<file path="config.mk">
export PLATFORM = sky130hd
export DESIGN_NAME = cam_frame_ctrl
export DESIGN_NICKNAME = d
export VERILOG_FILES = /design/src/rtl/cam_frame_ctrl.sv
export SDC_FILE = /design/constraint.sdc
export NUM_CORES = 1
export LEC_CHECK = 0
export BUFFER_PORTS_ARGS = -buffer_cell sky130_fd_sc_hd__clkbuf_2
export CAP_MARGIN = 25
export CORE_ASPECT_RATIO = 1.2
export CORE_UTILIZATION = 30
export DETAILED_ROUTE_END_ITERATION = 10
export SYNTH_ARGS = -nofsm -noshare
export SYNTH_HDL_FRONTEND = slang
export SYNTH_SLANG_ARGS = --single-unit
</file>
<file path="constraint.sdc">
create_clock -name pclk -period 2.5 [get_ports pclk]
set_clock_uncertainty 0.15 [all_clocks]
set_input_delay 0.125 -clock pclk [delete_from_list [all_inputs] [get_ports pclk]]
set_output_delay 0.125 -clock pclk [all_outputs]
set_load 0.01 [all_outputs]
</file>
<file path="src/rtl/cam_frame_ctrl.sv">
// cam_frame_ctrl: camera frame capture controller writing strobed pixels into a linear frame buffer.
// Ports: pclk/reset (async, active-high); start/stop/continuous commands; vsync frame sync;
// pixel_valid/x_coord (1-based)/y_coord (0-based)/pixel_data pixel stream;
// wr_en/wr_addr/wr_data registered frame-buffer write port; busy, frame_done pulse, frame_count.
// Optional macro CAM_FRAME_CTRL_STATS_EN adds pix_count (writes in last frame) and drop_count.
module cam_frame_ctrl #(
  parameter int H_RES  = 640,
  parameter int V_RES  = 480,
  parameter int ADDR_W = 19
) (
  input  logic              pclk,
  input  logic              reset,
  input  logic              start,
  input  logic              stop,
  input  logic              continuous,
  input  logic              vsync,
  input  logic              pixel_valid,
  input  logic [9:0]        x_coord,
  input  logic [9:0]        y_coord,
  input  logic [7:0]        pixel_data,
  output logic              wr_en,
  output logic [ADDR_W-1:0] wr_addr,
  output logic [7:0]        wr_data,
  output logic              busy,
  output logic              frame_done,
  output logic [7:0]        frame_count
`ifdef CAM_FRAME_CTRL_STATS_EN
  ,
  output logic [ADDR_W-1:0] pix_count,
  output logic [15:0]       drop_count
`endif
);
  typedef enum logic [1:0] {IDLE, ARMED, CAPTURE, DONE} state_t;
  state_t            state_q;
  logic              vsync_q;
  logic              stop_pend_q;
  logic              vs_rise;
  logic              capt;
  logic              in_range;
  logic              wr_d;
  logic [ADDR_W-1:0] addr_d;
  assign vs_rise  = vsync & ~vsync_q;
  assign capt     = (state_q == CAPTURE) && pixel_valid;
  assign in_range = (x_coord != 10'd0) && (int'(x_coord) <= H_RES) && (int'(y_coord) < V_RES);
  assign wr_d     = capt && in_range;
  assign addr_d   = ADDR_W'(y_coord) * ADDR_W'(H_RES) + ADDR_W'(x_coord) - ADDR_W'(1);
  assign busy       = state_q != IDLE;
  assign frame_done = state_q == DONE;
  always_ff @(posedge pclk or posedge reset) begin
    if (reset) begin
      state_q     <= IDLE;
      vsync_q     <= 1'b0;
      stop_pend_q <= 1'b0;
      wr_en       <= 1'b0;
      wr_addr     <= '0;
      wr_data     <= '0;
      frame_count <= '0;
    end else begin
      vsync_q <= vsync;
      wr_en   <= wr_d;
      if (wr_d) begin
        wr_addr <= addr_d;
        wr_data <= pixel_data;
      end
      case (state_q)
        IDLE:    if (start && !stop) state_q <= ARMED;
        ARMED:   state_q <= stop ? IDLE : vs_rise ? CAPTURE : ARMED;
        CAPTURE: begin
          if (stop) stop_pend_q <= 1'b1;
          if (vs_rise) begin
            state_q     <= DONE;
            frame_count <= frame_count + 8'd1;
          end
        end
        default: begin
          state_q     <= (continuous && !stop_pend_q && !stop) ? ARMED : IDLE;
          stop_pend_q <= 1'b0;
        end
      endcase
    end
  end
`ifdef CAM_FRAME_CTRL_STATS_EN
  logic [ADDR_W-1:0] frame_pix_q;
  always_ff @(posedge pclk or posedge reset) begin
    if (reset) begin
      frame_pix_q <= '0;
      pix_count   <= '0;
      drop_count  <= '0;
    end else begin
      frame_pix_q <= (state_q == CAPTURE && !vs_rise) ? frame_pix_q + ADDR_W'(wr_d) : '0;
      if (state_q == CAPTURE && vs_rise) pix_count <= frame_pix_q + ADDR_W'(wr_d);
      if (capt && !in_range && drop_count != 16'hFFFF) drop_count <= drop_count + 16'd1;
    end
  end
`endif
endmodule

</file>
# == Word level (Yosys, flattened, before mapping) ==
# Cells that the tools add are included.
# totals
romBits,0
elab_cells,46
ramBits,0
mem_count,0
latchBits,0
reg_bits,40
in_bits,35
out_inout_bits,38
# classes
order_cmp,2
div,0
bitwise_logic,3
n_mul,1
reduce_logical,16
shift,0
n_addsub,3
mux,8
n_eq_ne,6
# ops
cell,n
adder 19 x 10 -> 19 bit,1
"subtractor 19 x 1 -> 19 bit, second input constant",1
"multiplier 10 x 3 -> 12 bit, second input constant",1
"less-or-equal comparator 10 bit, second input constant",1
"< comparator 10 x 9 -> 1 bit, second input constant",1
nonzero test 10 bit,1
"adder 8 x 1 -> 8 bit, second input constant",1
2-to-1 mux 2 bit,4
logical AND 1 bit,7
"!= test 2 bit, second input constant",3
case mux 2 bit (3 select lines),1
AND reduction 2 bit,3
"== test 2 bit, second input constant",2
"== test 2 x 1 -> 1 bit, second input constant",1
zero test 1 bit,2
zero test 2 bit,1
2-to-1 mux 1 bit,2
inverter 1 bit,2
case mux 1 bit (2 select lines),1
nonzero test 2 bit,1
OR reduction 2 bit,1
AND 1 bit,1

# == Logic depth before layout (Yosys ltp) ==
# Gate-level depths: netlist of run 1.
# depth
depth_word,5
ltp_mapped,14
depth_no_buf,14

# == Worst setup path before layout of run 1 ==
# Ideal clock, no wire load.
# synth_path
kind,input-to-reg
from,input port y_coord[1]
to,register wr_addr[18]
setup_slack_ps,-892
n_path_buf,1
arrival_ps,3111
cell_stages,14
t_required_ps,2219
setup_ps,131
cell_sequence,ha_1 -> ha_1 -> fa_1 -> a211oi_1 -> or2_1 -> buf_6 -> a221o_1 -> inv_1 -> ha_1 -> or4b_1 -> nor4b_2 -> a211oi_2 -> xnor2_1 -> o21ai_1
# synth_via
elab_chain_cells,3
word_cells_on_any_way,6
cone_classes,add/sub (2); mul (1); order compare (1); reduce/logical (2)
# synth_lines
item,line,rtl
start: declaration,19,"input logic [9:0] y_coord,"
multiplier 10 x 3 -> 12 bit or < comparator 10 x 9 -> 1 bit (tied branches),"46, 44",
adder 19 x 10 -> 19 bit or logical AND 1 bit (tied branches),"46, 44",
subtractor 19 x 1 -> 19 bit or logical AND 1 bit (tied branches),"46, 45",
end signal: assignment,62,wr_addr <= addr_d;
end: declaration,22,"output logic [ADDR_W-1:0] wr_addr,"
# Parallel ways exist; a longest one is shown, timed or not.
# A chain may end at the register's enable or synchronous reset.

# == Worst setup path after layout of run 1 ==
# Ends and elaborated chain as after synthesis.

==> results.json, run 1 <==
{
  "dieWidth_um": 92.5,
  "hpwl_um": 5930,
  "syn-num-nets": 406,
  "power_leakage_nw": 2.32,
  "drc": 0,
  "reg2regPathDepth": 5,
  "vias": 2884,
  "yosysTopAreaCell": "dfrtp_1",
  "yosys.cell_types.count": 54,
  "period_minus_slack_ns": 2.92,
  "critPathKind": "input pin to flop",
  "synth_ff_type": "dfrtp_1",
  "cap_viol_max_count": 0,
  "drt_wl_total_um": 7670,
  "cts_tree": "yes",
  "area_growth_pct": 57.0,
  "synthTopCellsByCount": "nand2_1 (57), dfrtp_1 (40), ha_1 (38)",
  "hold_depth": 3,
  "slowest_stage": "or4b_4",
  "die_y_um": 111,
  "r2r_slack_ns": 0.33,
  "min_path_type": "input pin to flop",
  "yosys-top-cells-area": "dfrtp_1 (34%), ha_1 (16%), nand2_1 (7.3%)",
  "reg2reg_to": "wr_addr[16]",
  "arrival_ns": 2.94,
  "n_antenna_cell": 0,
  "cp-end-kind": "flop",
  "power_density_mw_per_mm2": 776,
  "worstMarginPinSlew_ns": 0.445,
  "critPathTopFamily": "simple AND/OR/NAND/NOR gates",
  "slew_viol_final": 0,
  "max_freq_mhz": 342,
  "syn_area_per_cell_sq_um": 8.91,
  "hold_end": "wr_addr[0]",
  "syn_area_sq_mm": 0.00295,
  "peakVddDrop_uv": 377,
  "root_buffer": "clkbuf_16",
  "critPathMaxStageDelay_ns": 0.51,
  "syn_inst": 331,
  "place_congestion": 0.827,
  "cp_cell_sequence": "buf_8 > ha_4 > ha_4 > fa_2 > a211oi_4 > o21bai_1 > and2_4 > ha_4 > nand3_1 > or4b_4 > nor4b_4 > a211oi_2 > xnor2_1 > o21ai_1",
  "utilization_pct": 48.7,
  "antenna_found_initial": 0,
  "grt_overflow": 0,
  "crit_path_frequent_cell": "ha_4",
  "numCtsBuffers": 5,
  "async_flop_share_pct": 100,
  "core_area_sq_mm": 0.00952,
  "grtUsageTotal_pct": 15.2,
  "r2r_start": "state_q[0]",
  "grt_max_degree": 44,
  "port_buffers": 72,
  "grt_pass1_wl_um": 12500,
  "initial_core_util_pct": 31.0,
  "drive_above_1_share_pct": 41.7,
  "cp_data_required_time_ns": 2.52,
  "synth-edff-count": 0,
  "synth_top_cell_area_share_pct": 33.9,
  "period_share_pct": 117,
  "vias_per_cell": 4.71,
  "rows": 39,
  "ant_nets": 0,
  "violations": "negative hold slack, negative setup slack",
  "layout_setup_ws_ns": -0.422,
  "relSlewSlack_pct": 69.9,
  "synth_seq_area_share_pct": 33.9,
  "htree_levels": 2,
  "numClockSinks": 40,
  "final_nets": 563,
  "first_pass_iters": 4,
  "fill_cells": 903,
  "crit_path_max_fanout": 3,
  "clk_pin_slew_worst_paths_ns": 0.06,
  "setup_viol": 3,
  "status": "complete, but fails checks",
  "drt_iter0_drc": 76,
  "die-area_sq_mm": 0.0102,
  "hold_start": "x_coord[0]",
  "cp-start-kind": "input pin",
  "rsz0062_at_grt": "yes",
  "p_total_mw": 3.59,
  "synth.most_common_cell": "nand2_1",
  "ys_seq_elements": 40,
  "fin_hold_ws_ns": -0.000540,
  "pin_count": 73,
  "clock_latency_ns": 0.28,
  "grt_pass1_vias": 2754,
  "wl_per_cell_um": 12.5,
  "clockBufferDepth": 2,
  "crit_buf_inv": 1,
  "ys_warn_count": 0,
  "final_hold_viol_count": 1
}
kinds of logic after synthesis:
| group | synth area share (%) |
|---|---|
| flops | 33.9 |
| simple gates | 19.4 |
| fa+ha+maj | 17.5 |
| buf+inv | 4.71 |
| mux | 1.44 |
| compound gates | 16.5 |
| xor+xnor | 6.53 |
flip-flops by register name, summed over array words and instances, names as in the netlist:
signal and flops:
stop_pend_q 1, wr_addr 19, wr_en 1, state_q 2, vsync_q 1, frame_count 8, wr_data 8
worst max path at each step:
stage                from           to  slack (ns)  depth (start not counted)
5_1_grt        y_coord[6]  wr_addr[18]       -0.56                         14
4_1_cts        y_coord[1]  wr_addr[18]       -0.42                         14
3_5_place_dp   y_coord[2]  wr_addr[18]       -0.89                         14
3_3_place_gp   y_coord[1]  wr_addr[18]       -0.79                         14
6_report       y_coord[1]  wr_addr[18]       -0.42                         14
2_1_floorplan  y_coord[1]  wr_addr[18]       -0.65                         14
layout by cell type, fill, tap and decap left out, drive strengths merged, types with 3 or more instances in the layout:
master | synthesis | final
clkbuf | 5 | 75
buf | 1 | 75
nand2 | 57 | 57
dfrtp | 40 | 40
ha | 38 | 38
inv | 29 | 29
o21ai | 25 | 25
nor2 | 17 | 17
a21oi | 14 | 14
xnor2 | 11 | 11
dlygate4sd3 | 0 | 11
xor2 | 11 | 11
or2 | 7 | 7
nand4 | 6 | 6
nor3 | 5 | 5
a211oi | 5 | 5
nand2b | 4 | 4
and2 | 4 | 4
nand3 | 3 | 3
a21o | 3 | 3
o21a | 3 | 3
clkinv | 0 | 3
power breakdown:
part	total [mW]	internal [mW]	switching, mW	leakage (nW)
clock network	0.613	0.367	0.246	0.0736
logic	1.93	1.01	0.920	1.74
registers	1.05	0.894	0.157	0.515
total	3.59	2.27	1.32	2.32
layout make-up:
class                           instances  area, sq um  area share, %
Multi-Input combinational cell        256         2150           46.5
Tap cell                              123          154           3.32
Inverter                               29          109           2.35
Clock inverter                          3         18.8          0.405
Sequential cell                        40         1000           21.6
Clock buffer                            5          125           2.70
Timing Repair Buffer                  156         1070           23.1
layer usage:
metal / global-route usage (%) / wire length [um] / vias to the layer above
met5: 0 / 0 / -
met4: 3.85 / 164 / 0
met3: 2.75 / 390 / 16
met2: 26.2 / 3800 / 78
met1: 19.3 / 3310 / 1324
li1: - / - / 1466
tightest hold or removal path: cells and delay by family:
family                 cells  cell delay (ns)
buffers and inverters      2             0.19
AO/OA/AOI/OAI              1             0.07
through the flow:
stage / setup slack [ns] / std cells / hold WS, ns / TNS [ns] / area (sq um)
after floorplan: -0.651 / 331 / 0.00643 / -1.50 / 3040
after global placement: -0.789 / 583 / -0.0468 / -3.20 / 4020
after detailed placement: -0.885 / 583 / -0.0383 / -3.51 / 4020
after CTS: -0.419 / 606 / 0.00165 / -0.955 / 4430
after global routing: -0.559 / 612 / 0.0221 / -1.34 / 4630
final: -0.422 / 612 / -0.000540 / -0.861 / 4630
timing repair:
| action | in CTS | in global routing |
|---|---|---|
| resized for setup | 21 | 29 |
| hold endpoints to repair | 20 | 0 |
| pin swaps | 15 | 17 |
| setup buffers | 4 | 9 |
| cloned | 0 | 0 |
| hold buffers | 11 | 0 |
| setup endpoints to repair | 6 | 6 |
Power figures use the tool's default switching activity.
==> run 2: changes to the inputs <==
Settings changed: MAX_ROUTING_LAYER set to met4.
==> run 2 against run 1 <==
  * The flow still finishes with violations (negative hold slack, negative setup slack)
  * Largest cell class unchanged
  * Wire length hardly changed
  * Sequential share of layout area is the same
  * Critical path type unchanged
  * Sequential cell count is the same
  * Die area did not move
  * Critical endpoint unchanged
  * Utilization unchanged
  * Via count is essentially flat
==> results.json, run 2 (same netlist as run 1, synthesis figures left out) <==
{
  "status": "complete, but fails checks",
  "violations": "negative hold slack, negative setup slack",
  "die-area_sq_mm": 0.0102,
  "die_y_um": 111,
  "dieWidth_um": 92.5,
  "dp.cells": 583,
  "fill_cells": 903,
  "vias": 2883,
  "crit_start": "y_coord[1]",
  "dpl-instance-area_sq_mm": 0.00402,
  "drt_wl_total_um": 7680,
  "numCtsBuffers": 5,
  "critPathKind": "input pin to flop",
  "wl_per_cell_um": 12.5,
  "cp_data_required_time_ns": 2.52,
  "reg2reg_to": "wr_addr[16]",
  "pin_count": 73,
  "ant_nets": 0,
  "finalInstanceArea_sq_mm": 0.00463,
  "r2r_slack_ns": 0.33,
  "final_common_cell": "clkbuf_2",
  "grt_pass1_wl_um": 12500,
  "grt_overflow": 0,
  "power_leakage_nw": 2.32,
  "multi_input_area_sq_mm": 0.00215,
  "clk_pin_slew_worst_paths_ns": 0.06,
  "clockBufferDepth": 2,
  "core_area_sq_mm": 0.00952,
  "ff_latch_area_sq_mm": 0.00100,
  "fin_hold_ws_ns": -0.000541,
  "grt_pass1_vias": 2758,
  "period_minus_slack_ns": 2.92,
  "n_antenna_cell": 0,
  "vias_per_cell": 4.71,
  "final_cell_mix": "clkbuf_2 (70), buf_4 (66), nand2_1 (57), dfrtp_1 (40), inv_1 (27)",
  "initial_core_util_pct": 31.0,
  "hpwl_um": 5930,
  "numClockSinks": 40,
  "final_nets": 563,
  "area_growth_pct": 57.0,
  "cap_viol_max_count": 0,
  "drc": 0,
  "largest_register_ff_count": 19,
  "antenna_found_initial": 0,
  "grtUsageTotal_pct": 15.6,
  "first_pass_iters": 4,
  "rows": 39,
  "r2r_start": "state_q[0]",
  "cp-start-kind": "input pin",
  "period_share_pct": 117,
  "min_path_type": "input pin to flop",
  "arrival_ns": 2.94,
  "setup_viol": 3,
  "critPathCapture": "wr_addr[18]",
  "drive_above_1_share_pct": 41.7,
  "drt_iter0_drc": 84,
  "power_density_mw_per_mm2": 776,
  "slew_viol_final": 0,
  "final_hold_viol_count": 1,
  "max_freq_mhz": 342,
  "reg2regPathDepth": 5,
  "stdcell_count": 612,
  "cp-end-kind": "flop",
  "crit_path_max_fanout": 3,
  "place_congestion": 0.839,
  "root_buffer": "clkbuf_16",
  "layout_setup_ws_ns": -0.422,
  "grt_max_degree": 44,
  "relSlewSlack_pct": 69.9,
  "regMostFlops": "wr_addr",
  "rsz0062_at_grt": "yes",
  "peakVddDrop_uv": 377,
  "largestRegisters": "wr_addr (19), frame_count (8), wr_data (8)",
  "cts_tree": "yes",
  "clock_latency_ns": 0.28,
  "port_buffers": 72,
  "htree_levels": 2,
  "worstMarginPinSlew_ns": 0.445
}
[run 2: worst min-delay path by stage]
stage,from,slack (ns),cells after the start,endpoint
2_1_floorplan,vsync,0.006,0,vsync_q
3_3_place_gp,reset,-0.05,2,wr_data[7]
3_5_place_dp,reset,-0.04,2,wr_data[7]
4_1_cts,x_coord[0],0.002,3,wr_addr[0]
5_1_grt,x_coord[0],0.02,3,wr_addr[0]
6_report,x_coord[0],-0.0005,3,wr_addr[0]
[run 2: critical path, cell delays in order]
cell      delay, ns
buf_8          0.10
ha_4           0.23
ha_4           0.16
fa_2           0.37
a211oi_4       0.25
o21bai_1       0.12
and2_4         0.18
ha_4           0.26
nand3_1        0.10
or4b_4         0.51
nor4b_4        0.24
a211oi_2       0.06
xnor2_1        0.16
o21ai_1        0.07
[run 2: metal layers]
metal | wire (um) | global-route usage (%) | vias to the layer above
met2 | 3800 | 26.2 | 78
li1 | - | - | 1466
met3 | 397 | 2.75 | 16
met5 | 0 | - | -
met4 | 163 | 3.85 | 0
met1 | 3310 | 19.2 | 1323
[run 2: repair_timing]
item	4_1_cts	5_1_grt
pin swaps	15	17
hold buffers	11	0
setup endpoints to repair	6	6
setup buffers	4	9
resized for setup	21	29
endpoints found under the hold margin	20	0
[run 2: stage by stage]
stage | utilization, % | setup slack [ns] | total power [mW] | TNS, ns | hold slack (ns)
final | 48.7 | -0.422 | 3.60 | -0.861 | -0.000541
after detailed placement | 42.3 | -0.885 | 2.72 | -3.51 | -0.0383
after global placement | 42.3 | -0.789 | 2.68 | -3.20 | -0.0468
after CTS | 46.6 | -0.419 | 3.46 | -0.955 | 0.00165
after global routing | 48.7 | -0.559 | 3.88 | -1.34 | 0.0221
after floorplan | - | -0.651 | 1.99 | -1.50 | 0.00643
[run 2: final cells by class]
| class | count | share of cell area, % |
|---|---|---|
| clock buffers | 5 | 2.70 |
| flip-flops and latches | 40 | 21.6 |
| repair buffers | 156 | 23.1 |
| inverters | 29 | 2.35 |
| well taps | 123 | 3.32 |
| multi-input cells | 256 | 46.5 |
| clock inverters | 3 | 0.405 |
[run 2: report_power, final]
part	internal (mW)	switching, mW
logic	1.01	0.922
registers	0.894	0.157
clock network	0.367	0.246
total	2.27	1.32
==> run 3: changes to the inputs <==
Clock period 2.5 ns to 3.8 ns, I/O delays scaled along.
==> run 3 against run 2 <==
  * The flow now finishes without violations
  * First-iteration DRC count grew 1.2%
  * Utilization is 9.4 points lower
  * Sequential cell count did not move
  * Worst setup slack improved by 0.84 ns
  * Register-to-register slack better by 1.2 ns
  * Count of clock-buffer cells in the layout up 1
  * Die area unchanged
  * Sequential share of layout area up 5.1 points
  * Cell count fell by 11%
==> results.json, run 3 (same netlist as run 1, synthesis figures left out) <==
{
  "post_cts_buffers": 0,
  "rsz0062_at_grt": "no",
  "worstMarginPinSlew_ns": 0.503,
  "max_freq_mhz": 296,
  "n_antenna_cell": 0,
  "drive_above_1_share_pct": 23.2,
  "initial_core_util_pct": 31.0,
  "relSlewSlack_pct": 66.5,
  "die_y_um": 111,
  "cp-end-kind": "flop",
  "r2r_start": "state_q[0]",
  "dpl-instance-area_sq_mm": 0.00349,
  "area_growth_pct": 26.8,
  "drt_wl_total_um": 6530,
  "final_cell_mix": "clkbuf_2 (72), nand2_1 (57), dfrtp_1 (40), ha_1 (38), inv_1 (29)",
  "r2r_slack_ns": 1.53,
  "largestRegisters": "wr_addr (19), frame_count (8), wr_data (8)",
  "peakVddDrop_uv": 179,
  "largest_register_ff_count": 19,
  "regMostFlops": "wr_addr",
  "min_path_type": "input pin to flop",
  "cts_tree": "yes",
  "pin_count": 73,
  "core_area_sq_mm": 0.00952,
  "arrival_ns": 3.38,
  "stdcell_count": 545,
  "period_share_pct": 88.9,
  "setup_viol": 0,
  "cap_viol_max_count": 0,
  "final_nets": 497,
  "critPathKind": "input pin to flop",
  "grt_pass1_wl_um": 11200,
  "grtUsageTotal_pct": 13.8,
  "cp-start-kind": "input pin",
  "die-area_sq_mm": 0.0102,
  "antenna_found_initial": 0,
  "first_pass_iters": 5,
  "crit_start": "y_coord[1]",
  "grt_overflow": 0,
  "clockBufferDepth": 2,
  "cts-resized-gates": 0,
  "layout_setup_ws_ns": 0.423,
  "finalInstanceArea_sq_mm": 0.00374,
  "wl_per_cell_um": 12.0,
  "final_common_cell": "clkbuf_2",
  "ant_nets": 0,
  "grt_max_degree": 43,
  "numClockSinks": 40,
  "power_density_mw_per_mm2": 526,
  "fill_cells": 976,
  "post-place-ws_ns": 0.0967,
  "port_buffers": 72,
  "clk_pin_slew_worst_paths_ns": 0.06,
  "status": "complete, no violations",
  "place_congestion": 0.866,
  "slew_viol_final": 0,
  "numCtsBuffers": 5,
  "grt_pass1_vias": 2501,
  "power_leakage_nw": 1.95,
  "cts_hold_buf": 12,
  "critPathCapture": "wr_addr[18]",
  "vias": 2604,
  "hpwl_um": 5180,
  "cp_data_required_time_ns": 3.80,
  "dp.cells": 526,
  "crit_path_max_fanout": 3,
  "final_hold_viol_count": 0,
  "tns_ns": 0,
  "reg2reg_to": "wr_addr[17]",
  "clock_latency_ns": 0.27,
  "drt_iter0_drc": 85,
  "drc": 0,
  "htree_levels": 2,
  "period_minus_slack_ns": 3.38,
  "vias_per_cell": 4.78,
  "rows": 39,
  "dieWidth_um": 92.5,
  "root_buffer": "clkbuf_16",
  "reg2regPathDepth": 7
}
==> run 3: cell count changes in the layout (fill, tap and decap cells not counted), moves of 4 or more <==
cell and delta:
ha_4 -15, or2_4 -4, buf_6 -7, ha_1 +16, buf_4 -60, o21ai_0 +5
==> run 3: how the worst min path moves through the flow <==
stage | start | depth (start not counted) | slack, ns | endpoint
2_1_floorplan | vsync | 0 | 0.07 | vsync_q
3_3_place_gp | vsync | 1 | 0.17 | vsync_q
3_5_place_dp | vsync | 1 | 0.17 | vsync_q
4_1_cts | start | 3 | 0.09 | state_q[0]
5_1_grt | start | 3 | 0.11 | state_q[0]
6_report | start | 3 | 0.09 | state_q[0]
==> run 3: report_power, final <==
group	switching [mW]	internal [mW]	leakage [nW]
Combinational	0.493	0.407	1.36
Sequential	0.0970	0.588	0.515
Clock	0.145	0.238	0.0667
Total	0.736	1.23	1.95
==> run 3: per-stage QoR <==
step	util (%)	power (mW)	hold WS [ns]
3_3_place_gp	36.6	1.57	0.166
4_1_cts	39.3	2.00	0.0867
5_1_grt	39.3	2.15	0.107
3_5_place_dp	36.6	1.59	0.172
2_1_floorplan	-	1.27	0.0714
6_report	39.3	1.97	0.0871
==> run 3: metal layers <==
layer	GRT usage, %	wire length [um]	vias to the layer above
met5	-	0	-
met2	23.2	3150	66
li1	-	-	1341
met3	1.10	225	6
met4	4.79	104	0
met1	17.4	3060	1191
==> run 3: critical path, stage by stage <==
cell and delay (ns):
clkbuf_2 0.09, ha_1 0.29, ha_1 0.24, fa_1 0.42, a211oi_1 0.31, o21bai_1 0.17
and2_1 0.18, ha_1 0.29, nand3_1 0.11, or4b_1 0.51, nor4b_2 0.26, a211oi_2 0.08
xnor2_1 0.16, o21ai_1 0.07
==> run 3: final cells by class <==
type	count	area (sq um)	area share (%)
timing repair buffer	90	526	14.1
clock inverter	1	5.00	0.134
inverter	29	109	2.91
multi-input combinational	256	1820	48.6
clock buffer	6	129	3.45
sequential	40	1000	26.8
tap	123	154	4.12
